$ cat config.mk
export PLATFORM = sky130hd
export DESIGN_NAME = jtag_tap_emulator_flat
export DESIGN_NICKNAME = d
export VERILOG_FILES = /design/src/rtl/jtag_tap_emulator_if.sv /design/src/rtl/jtag_tap_emulator.sv /design/src/flat_wrapper.sv
export SDC_FILE = /design/constraint.sdc
export NUM_CORES = 1
export LEC_CHECK = 0
export BUFFER_PORTS_ARGS = -buffer_cell sky130_fd_sc_hd__buf_2
export CORE_MARGIN = 1
export CORE_UTILIZATION = 56
export CTS_BUF_LIST = sky130_fd_sc_hd__clkbuf_8
export DETAILED_ROUTE_END_ITERATION = 12
export GPL_TIMING_DRIVEN = 0
export PLACE_DENSITY = 0.82
export SETUP_SLACK_MARGIN = 0.4
export SYNTH_ARGS = -nofsm -noshare
export SYNTH_HDL_FRONTEND = slang
export SYNTH_SLANG_ARGS = --single-unit
$ cat constraint.sdc
create_clock -name tck -period 2.3 [get_ports tck]
set_input_delay 0.69 -clock tck [delete_from_list [all_inputs] [get_ports tck]]
set_output_delay 0.69 -clock tck [all_outputs]
set_load 0.02 [all_outputs]
$ cat src/rtl/jtag_tap_emulator_if.sv
// jtag_tap_emulator_if
// Serial JTAG pins, per-channel USER data returns and the TAP status
// decodes that pass between a JTAG driver (master) and the TAP
// emulator (slave).
interface jtag_tap_emulator_if #(
  parameter int IR_LENGTH = 10,
  parameter int NUM_USER  = 4
);
  logic                 tms;
  logic                 tdi;
  logic                 tdo;
  logic [NUM_USER-1:0]  user_tdo;
  logic                 test_logic_reset;
  logic                 run_test_idle;
  logic                 capture_dr;
  logic                 shift_dr;
  logic                 update_dr;
  logic [NUM_USER-1:0]  user_sel;
  logic                 ir_is_user;
  logic [IR_LENGTH-1:0] ir_value;

  modport master (
    output tms, tdi, user_tdo,
    input  tdo, test_logic_reset, run_test_idle, capture_dr, shift_dr,
    input  update_dr, user_sel, ir_is_user, ir_value
  );

  modport slave (
    input  tms, tdi, user_tdo,
    output tdo, test_logic_reset, run_test_idle, capture_dr, shift_dr,
    output update_dr, user_sel, ir_is_user, ir_value
  );
endinterface

$ cat src/rtl/jtag_tap_emulator.sv
// jtag_tap_emulator
// IEEE 1149.1 TAP controller emulating a two-device chain (ARM DAP +
// 7-series FPGA) as one long IR. USER instructions hand the DR path to
// external user logic; every other instruction uses the internal BYPASS
// register.
// Optional feature: define JTAG_TAP_IDCODE_EN to add a 32-bit IDCODE DR.
// With it, the reset instruction is IDCODE_IR; without it, the reset
// instruction is all-ones and IDCODE_IR falls through to BYPASS.
module jtag_tap_emulator #(
  parameter int                            IR_LENGTH    = 10,
  parameter int                            NUM_USER     = 4,
  parameter logic [NUM_USER*IR_LENGTH-1:0] USER_IR      = {10'b0001_100011, 10'b0001_100010,
                                                           10'b0001_000011, 10'b0001_000010},
  parameter logic [IR_LENGTH-1:0]          IDCODE_IR    = 10'b0001_001001,
  parameter logic [31:0]                   IDCODE_VALUE = 32'h0362_D093
) (
  input logic                 tck,
  input logic                 rst_n,
  jtag_tap_emulator_if.slave  bus
);

  typedef enum logic [3:0] {
    S_TLR       = 4'd0,
    S_RTI       = 4'd1,
    S_SEL_DR    = 4'd2,
    S_CAP_DR    = 4'd3,
    S_SHIFT_DR  = 4'd4,
    S_EXIT1_DR  = 4'd5,
    S_PAUSE_DR  = 4'd6,
    S_EXIT2_DR  = 4'd7,
    S_UPDATE_DR = 4'd8,
    S_SEL_IR    = 4'd9,
    S_CAP_IR    = 4'd10,
    S_SHIFT_IR  = 4'd11,
    S_EXIT1_IR  = 4'd12,
    S_PAUSE_IR  = 4'd13,
    S_EXIT2_IR  = 4'd14,
    S_UPDATE_IR = 4'd15
  } tap_state_t;

  // Fixed IR capture pattern: bit0=1, bit1=0, all others 0.
  localparam logic [IR_LENGTH-1:0] LP_IR_CAPTURE = {{(IR_LENGTH-1){1'b0}}, 1'b1};

`ifdef JTAG_TAP_IDCODE_EN
  localparam logic [IR_LENGTH-1:0] LP_RST_IR = IDCODE_IR;
`else
  localparam logic [IR_LENGTH-1:0] LP_RST_IR = {IR_LENGTH{1'b1}};
`endif

  // Standard 1149.1 tms-driven state transition.
  function automatic tap_state_t f_next_state(input tap_state_t s, input logic tms);
    tap_state_t n;
    case (s)
      S_TLR:       n = tms ? S_TLR       : S_RTI;
      S_RTI:       n = tms ? S_SEL_DR    : S_RTI;
      S_SEL_DR:    n = tms ? S_SEL_IR    : S_CAP_DR;
      S_CAP_DR:    n = tms ? S_EXIT1_DR  : S_SHIFT_DR;
      S_SHIFT_DR:  n = tms ? S_EXIT1_DR  : S_SHIFT_DR;
      S_EXIT1_DR:  n = tms ? S_UPDATE_DR : S_PAUSE_DR;
      S_PAUSE_DR:  n = tms ? S_EXIT2_DR  : S_PAUSE_DR;
      S_EXIT2_DR:  n = tms ? S_UPDATE_DR : S_SHIFT_DR;
      S_UPDATE_DR: n = tms ? S_SEL_DR    : S_RTI;
      S_SEL_IR:    n = tms ? S_TLR       : S_CAP_IR;
      S_CAP_IR:    n = tms ? S_EXIT1_IR  : S_SHIFT_IR;
      S_SHIFT_IR:  n = tms ? S_EXIT1_IR  : S_SHIFT_IR;
      S_EXIT1_IR:  n = tms ? S_UPDATE_IR : S_PAUSE_IR;
      S_PAUSE_IR:  n = tms ? S_EXIT2_IR  : S_PAUSE_IR;
      S_EXIT2_IR:  n = tms ? S_UPDATE_IR : S_SHIFT_IR;
      S_UPDATE_IR: n = tms ? S_SEL_DR    : S_RTI;
      default:     n = S_TLR;
    endcase
    return n;
  endfunction

  // One-hot USER channel decode; scanning from the top down lets the
  // lowest matching slice win when codes are duplicated.
  function automatic logic [NUM_USER-1:0] f_user_decode(input logic [IR_LENGTH-1:0] ir);
    logic [NUM_USER-1:0] sel;
    sel = '0;
    for (int k = NUM_USER - 1; k >= 0; k--) begin
      if (ir == IR_LENGTH'(USER_IR >> (k * IR_LENGTH))) begin
        sel = NUM_USER'(1) << k;
      end
    end
    return sel;
  endfunction

  tap_state_t           r_state;
  tap_state_t           w_next_state;
  logic [IR_LENGTH-1:0] r_ir_shift;
  logic [IR_LENGTH-1:0] r_ir_value;
  logic                 r_bypass;
  logic [NUM_USER-1:0]  w_user_sel;
  logic                 w_ir_is_user;
  logic                 w_dr_bit0;
  logic                 w_tdo;

  assign w_next_state = f_next_state(r_state, bus.tms);
  assign w_user_sel   = f_user_decode(r_ir_value);
  assign w_ir_is_user = |w_user_sel;

  // TAP state register; reset forces TEST_LOGIC_RESET without a clock.
  always_ff @(posedge tck or negedge rst_n) begin
    if (!rst_n) begin
      r_state <= S_TLR;
    end else begin
      r_state <= w_next_state;
    end
  end

  // IR shift path and the latched instruction; any entry into
  // TEST_LOGIC_RESET reloads the reset instruction.
  always_ff @(posedge tck or negedge rst_n) begin
    if (!rst_n) begin
      r_ir_shift <= '0;
      r_ir_value <= LP_RST_IR;
    end else begin
      case (r_state)
        S_CAP_IR:   r_ir_shift <= LP_IR_CAPTURE;
        S_SHIFT_IR: r_ir_shift <= {bus.tdi, r_ir_shift[IR_LENGTH-1:1]};
        default:    r_ir_shift <= r_ir_shift;
      endcase
      if (w_next_state == S_TLR) begin
        r_ir_value <= LP_RST_IR;
      end else if (r_state == S_UPDATE_IR) begin
        r_ir_value <= r_ir_shift;
      end else begin
        r_ir_value <= r_ir_value;
      end
    end
  end

  // One-bit BYPASS register: cleared on capture, follows tdi while shifting.
  always_ff @(posedge tck or negedge rst_n) begin
    if (!rst_n) begin
      r_bypass <= 1'b0;
    end else begin
      case (r_state)
        S_CAP_DR:   r_bypass <= 1'b0;
        S_SHIFT_DR: r_bypass <= bus.tdi;
        default:    r_bypass <= r_bypass;
      endcase
    end
  end

`ifdef JTAG_TAP_IDCODE_EN
  logic [31:0] r_idcode;
  logic        w_idcode_sel;

  assign w_idcode_sel = (r_ir_value == IDCODE_IR) && !w_ir_is_user;
  assign w_dr_bit0    = w_idcode_sel ? r_idcode[0] : r_bypass;

  // IDCODE DR: loads the device ID on capture and shifts out LSB first.
  always_ff @(posedge tck or negedge rst_n) begin
    if (!rst_n) begin
      r_idcode <= 32'h0000_0000;
    end else begin
      case (r_state)
        S_CAP_DR:   r_idcode <= w_idcode_sel ? IDCODE_VALUE : r_idcode;
        S_SHIFT_DR: r_idcode <= w_idcode_sel ? {bus.tdi, r_idcode[31:1]} : r_idcode;
        default:    r_idcode <= r_idcode;
      endcase
    end
  end
`else
  assign w_dr_bit0 = r_bypass;
`endif

  // tdo mux: IR bit0, selected USER line or internal DR bit0; idle low.
  always_comb begin
    w_tdo = 1'b0;
    case (r_state)
      S_SHIFT_IR: w_tdo = r_ir_shift[0];
      S_SHIFT_DR: begin
        if (w_ir_is_user) begin
          w_tdo = |(w_user_sel & bus.user_tdo);
        end else begin
          w_tdo = w_dr_bit0;
        end
      end
      default:    w_tdo = 1'b0;
    endcase
  end

  assign bus.tdo              = w_tdo;
  assign bus.test_logic_reset = (r_state == S_TLR);
  assign bus.run_test_idle    = (r_state == S_RTI);
  assign bus.capture_dr       = (r_state == S_CAP_DR)    && w_ir_is_user;
  assign bus.shift_dr         = (r_state == S_SHIFT_DR)  && w_ir_is_user;
  assign bus.update_dr        = (r_state == S_UPDATE_DR) && w_ir_is_user;
  assign bus.user_sel         = w_user_sel;
  assign bus.ir_is_user       = w_ir_is_user;
  assign bus.ir_value         = r_ir_value;

endmodule

$ cat src/flat_wrapper.sv
// flat-port wrapper written by rule: the top's interface ports become plain ports
module jtag_tap_emulator_flat 
#(
  parameter int                            IR_LENGTH    = 10,
  parameter int                            NUM_USER     = 4,
  parameter logic [NUM_USER*IR_LENGTH-1:0] USER_IR      = {10'b0001_100011, 10'b0001_100010,
                                                           10'b0001_000011, 10'b0001_000010},
  parameter logic [IR_LENGTH-1:0]          IDCODE_IR    = 10'b0001_001001,
  parameter logic [31:0]                   IDCODE_VALUE = 32'h0362_D093
)
  (tck, rst_n, bus_tms, bus_tdi, bus_user_tdo, bus_tdo, bus_test_logic_reset, bus_run_test_idle, bus_capture_dr, bus_shift_dr, bus_update_dr, bus_user_sel, bus_ir_is_user, bus_ir_value);
  jtag_tap_emulator_if #(.IR_LENGTH(IR_LENGTH), .NUM_USER(NUM_USER)) bus_i ();
  input logic tck;
  input logic rst_n;
  input wire logic [$bits(bus_i.tms)-1:0] bus_tms;
  input wire logic [$bits(bus_i.tdi)-1:0] bus_tdi;
  input wire logic [$bits(bus_i.user_tdo)-1:0] bus_user_tdo;
  output wire logic [$bits(bus_i.tdo)-1:0] bus_tdo;
  output wire logic [$bits(bus_i.test_logic_reset)-1:0] bus_test_logic_reset;
  output wire logic [$bits(bus_i.run_test_idle)-1:0] bus_run_test_idle;
  output wire logic [$bits(bus_i.capture_dr)-1:0] bus_capture_dr;
  output wire logic [$bits(bus_i.shift_dr)-1:0] bus_shift_dr;
  output wire logic [$bits(bus_i.update_dr)-1:0] bus_update_dr;
  output wire logic [$bits(bus_i.user_sel)-1:0] bus_user_sel;
  output wire logic [$bits(bus_i.ir_is_user)-1:0] bus_ir_is_user;
  output wire logic [$bits(bus_i.ir_value)-1:0] bus_ir_value;
  assign bus_i.tms = bus_tms;
  assign bus_i.tdi = bus_tdi;
  assign bus_i.user_tdo = bus_user_tdo;
  assign bus_tdo = bus_i.tdo;
  assign bus_test_logic_reset = bus_i.test_logic_reset;
  assign bus_run_test_idle = bus_i.run_test_idle;
  assign bus_capture_dr = bus_i.capture_dr;
  assign bus_shift_dr = bus_i.shift_dr;
  assign bus_update_dr = bus_i.update_dr;
  assign bus_user_sel = bus_i.user_sel;
  assign bus_ir_is_user = bus_i.ir_is_user;
  assign bus_ir_value = bus_i.ir_value;
  jtag_tap_emulator #(.IR_LENGTH(IR_LENGTH), .NUM_USER(NUM_USER), .USER_IR(USER_IR), .IDCODE_IR(IDCODE_IR), .IDCODE_VALUE(IDCODE_VALUE)) u_core (.tck(tck), .rst_n(rst_n), .bus(bus_i));
endmodule
==> flow_summary.ini <==
[run_status]
violations = negative setup slack
outcome = finished, violations left

[grt]
antenna_found_initial = 0
grt_pass1_wl_um = 5271
grt_pass1_vias = 1075
grt_max_degree = 26
grt_usage_pct = 27.98
grt-ovfl-total = 0

[routing]
drcViolationCount = 0
top_layer_used = met4
wl_met2_um = 1868
ant_nets = 0
wl_met1_um = 1491
route.vias.total = 1225
wl_met3_um = 189
wl_per_cell_um = 17.58
drt_iter0_markers = 39
wl_um = 3568
viasPerCell = 6.034
dr.pass1.iters = 4

[floorplanning]
start_util_pct = 60.27
fp.dieW_um = 51.26
core_sq_um = 2255
dieHeight_um = 51.26
ios = 29
dieArea_sq_um = 2628
rows = 17

[final_layout]
fillers = 129
diodes = 0
drive_gt1_share_pct = 45.14
final_cells = 203
area_growth_pct = 32.14
final_area_sq_um = 1795
nets = 184

[power]
p_per_area_nw_per_um2 = 1314
irDropWorstVdd_uv = 807.1
p_leak_uw = 0.0008602

[timing]
tightestPinTransition_ns = 0.5337
rsz0062_at_grt = yes
finalCritPeriodShare_pct = 104.5
relSlewSlack_pct = 64.42
finClkSkew_ns = 0.003152
fmax_mhz = 415.9
setup_viol = 5
min_period_ns = 2.404
hold_viol = 0
setup_slack_ns = -0.1041
slew_violations = 0

[placed_design]
portBuffers = 27
post_dp_cell_area_sq_um = 1594
hpwl_um = 2218
place.gp.congestion = 0.8485
dpl.cell_count = 192

[critical_path]
crit_arrival_ns = 1.71
critPathCaptureType = output port
reg2reg_setup_slack_ns = 0.84
critical_path.max_fanout = 6
timing.rr.end = u_core.r_bypass
critical_path_class = reg2out
r2r_start = u_core.r_state[3]
crit_path_cell_trace = nor4b_4 > nand2_4 > inv_4 > and4_4 > buf_6
worst_path_largest_cell_delay_ns = 0.56
slowest_stage = dfstp_2
r2r_cells = 4
required_ns = 1.61
critPathLaunchType = flop

[yosys]
syn_area_per_cell_sq_um = 9.918
yosysTopAreaCellShare_pct = 27.62
syn_nets = 145
synth_area_sq_um = 1359
yosysTopAreaCell = dfrtp_1
yosys.area_share.xor_xnor_pct = 1.289
ys_warn_count = 0
ys_types = 41
post_synth_fa_ha_maj_area_fraction_pct = 0
synthMuxAreaShare_pct = 2.394
synth-seq-cells = 25
syn_inst = 137
synth_compound_area_share_pct = 14.92
synth-seq-area-share_pct = 46.96
synth_top_family_by_area = simple AND/OR/NAND/NOR gates
yosys.area_share.simple_pct = 26.43
synth_area_leaders = dfrtp_1, dfstp_2, nand2_1, a22o_1, nand3_1

[clock_network]
clk_pin_slew_worst_paths_ns = 0.08
cts_buffer_depth = 2
clk_latency_ns = 0.27
numCtsBuffers = 3
cts.sinks = 25
cts-root-buf = clkbuf_8
postCtsHoldBufs = 0
cts_tree = built
htree_levels = 1

[min_path]
worst_hold_path_type = in2async

[run]
cap_violations = 0
## cell families (layout without fill, tap and decap cells)
logic type | Yosys count | count (layout)
XOR/XNOR | 2 | 2
flip-flops | 25 | 25
buffers and inverters | 18 | 56
multiplexers | 2 | 2
AND/OR/NAND/NOR | 63 | 63
AO/OA/AOI/OAI | 27 | 27
## state kept, by name (all words and copies together) (netlist names)
signal               cells
u_core.bus.ir_value     10
u_core.r_ir_shift       10
u_core.r_state           4
u_core.r_bypass          1
## through the flow
stage	power, uW	setup slack (ns)	util (%)	hold WS (ns)	TNS [ns]
5_1_grt	2480	-0.1758	79.63	0.4242	-0.8521
4_1_cts	2284	-0.06027	77.14	0.4077	-0.1393
6_report	2358	-0.1041	79.63	0.3939	-0.2841
3_3_place_gp	1852	0.02917	70.70	0.4799	0
3_5_place_dp	1916	0.01058	70.70	0.5046	0
2_1_floorplan	1637	0.1755	-	0.3944	0
## worst max-delay path, delay by kind of cell, from the launching register on
family	cells	cell delay, ns
flip-flops	1	0.56
AND/OR/NAND/NOR	3	0.66
buffers and inverters	2	0.22
## power breakdown
| group | leakage (uW) | internal, uW | switching, uW |
|---|---|---|---|
| clock network | 0.0000255 | 121 | 134 |
| registers | 0.000301 | 669 | 165 |
| logic | 0.000534 | 544 | 725 |
## repair_timing
item / CTS / global route
buffers inserted: 5 / 2
pin swaps: 5 / 2
resized for setup: 19 / 10
endpoints found under the setup margin: 11 / 11
## final cells by class
| cell class | instances | area [sq um] | area share, % |
|---|---|---|---|
| timing repair buffer | 34 | 242.7 | 13.52 |
| tap | 28 | 35.03 | 1.951 |
| sequential | 25 | 638.1 | 35.54 |
| clock buffer | 3 | 41.29 | 2.300 |
| buffer | 12 | 97.59 | 5.436 |
| inverter | 6 | 25.02 | 1.394 |
| multi-input combinational | 94 | 710.7 | 39.58 |
| clock inverter | 1 | 5.005 | 0.2787 |
## cell usage after synthesis, drive strengths merged
| master | count |
|---|---|
| nor4 | 1 |
| or4b | 1 |
| mux4 | 1 |
| a22o | 9 |
| clkbuf | 1 |
| and4b | 1 |
| a211oi | 3 |
| or2 | 1 |
| and3b | 1 |
| xor2 | 2 |
| o21ai | 3 |
| o22ai | 2 |
| dfstp | 10 |
| nor2 | 3 |
| dfrtp | 15 |
| and2b | 1 |
| o21a | 1 |
| nand4 | 2 |
| mux2i | 1 |
| a2111oi | 1 |
| nor2b | 2 |
| nor3b | 4 |
| or3 | 1 |
| buf | 11 |
| and3 | 1 |
| a221oi | 1 |
| nand2b | 1 |
| nor3 | 4 |
| a21oi | 4 |
| o211ai | 2 |
| nand2 | 23 |
| and4 | 2 |
| o221ai | 1 |
| nand3 | 11 |
| inv | 6 |
| nor4b | 3 |
## worst max path at each step
stage                                 startpoint  depth (start not counted)            end  slack, ns
after CTS                 u_core.bus.ir_value[6]                          5  bus_update_dr      -0.06
after detailed placement         bus_user_tdo[3]                          5        bus_tdo       0.01
after floorplan           u_core.bus.ir_value[0]                          3        bus_tdo       0.18
final                     u_core.bus.ir_value[6]                          5  bus_update_dr      -0.10
after global placement           bus_user_tdo[3]                          5        bus_tdo       0.03
after global routing      u_core.bus.ir_value[1]                          5  bus_update_dr      -0.18
## cell usage in the layout (no fill, tap or decap), types with 2 or more instances in the layout
cell type,instances
a211oi_1,3
a21oi_1,4
a22o_1,9
buf_2,19
buf_4,13
buf_6,12
clkbuf_8,3
dfrtp_1,15
dfstp_2,10
inv_1,5
nand2_1,22
nand3_1,11
nand4_1,2
nor2_1,2
nor2b_1,2
nor3_2,2
nor3b_1,2
nor3b_2,2
nor4b_4,3
o21ai_0,3
o22ai_1,2
xor2_1,2
## per-layer routing
| layer | vias to the layer above | global-route usage, % |
|---|---|---|
| met4 | 0 | 7.207 |
| met5 | - | 0 |
| met2 | 47 | 46.71 |
| met3 | 4 | 6.250 |
| met1 | 602 | 36.84 |
| li1 | 572 | - |
Power figures use the tool's default switching activity.
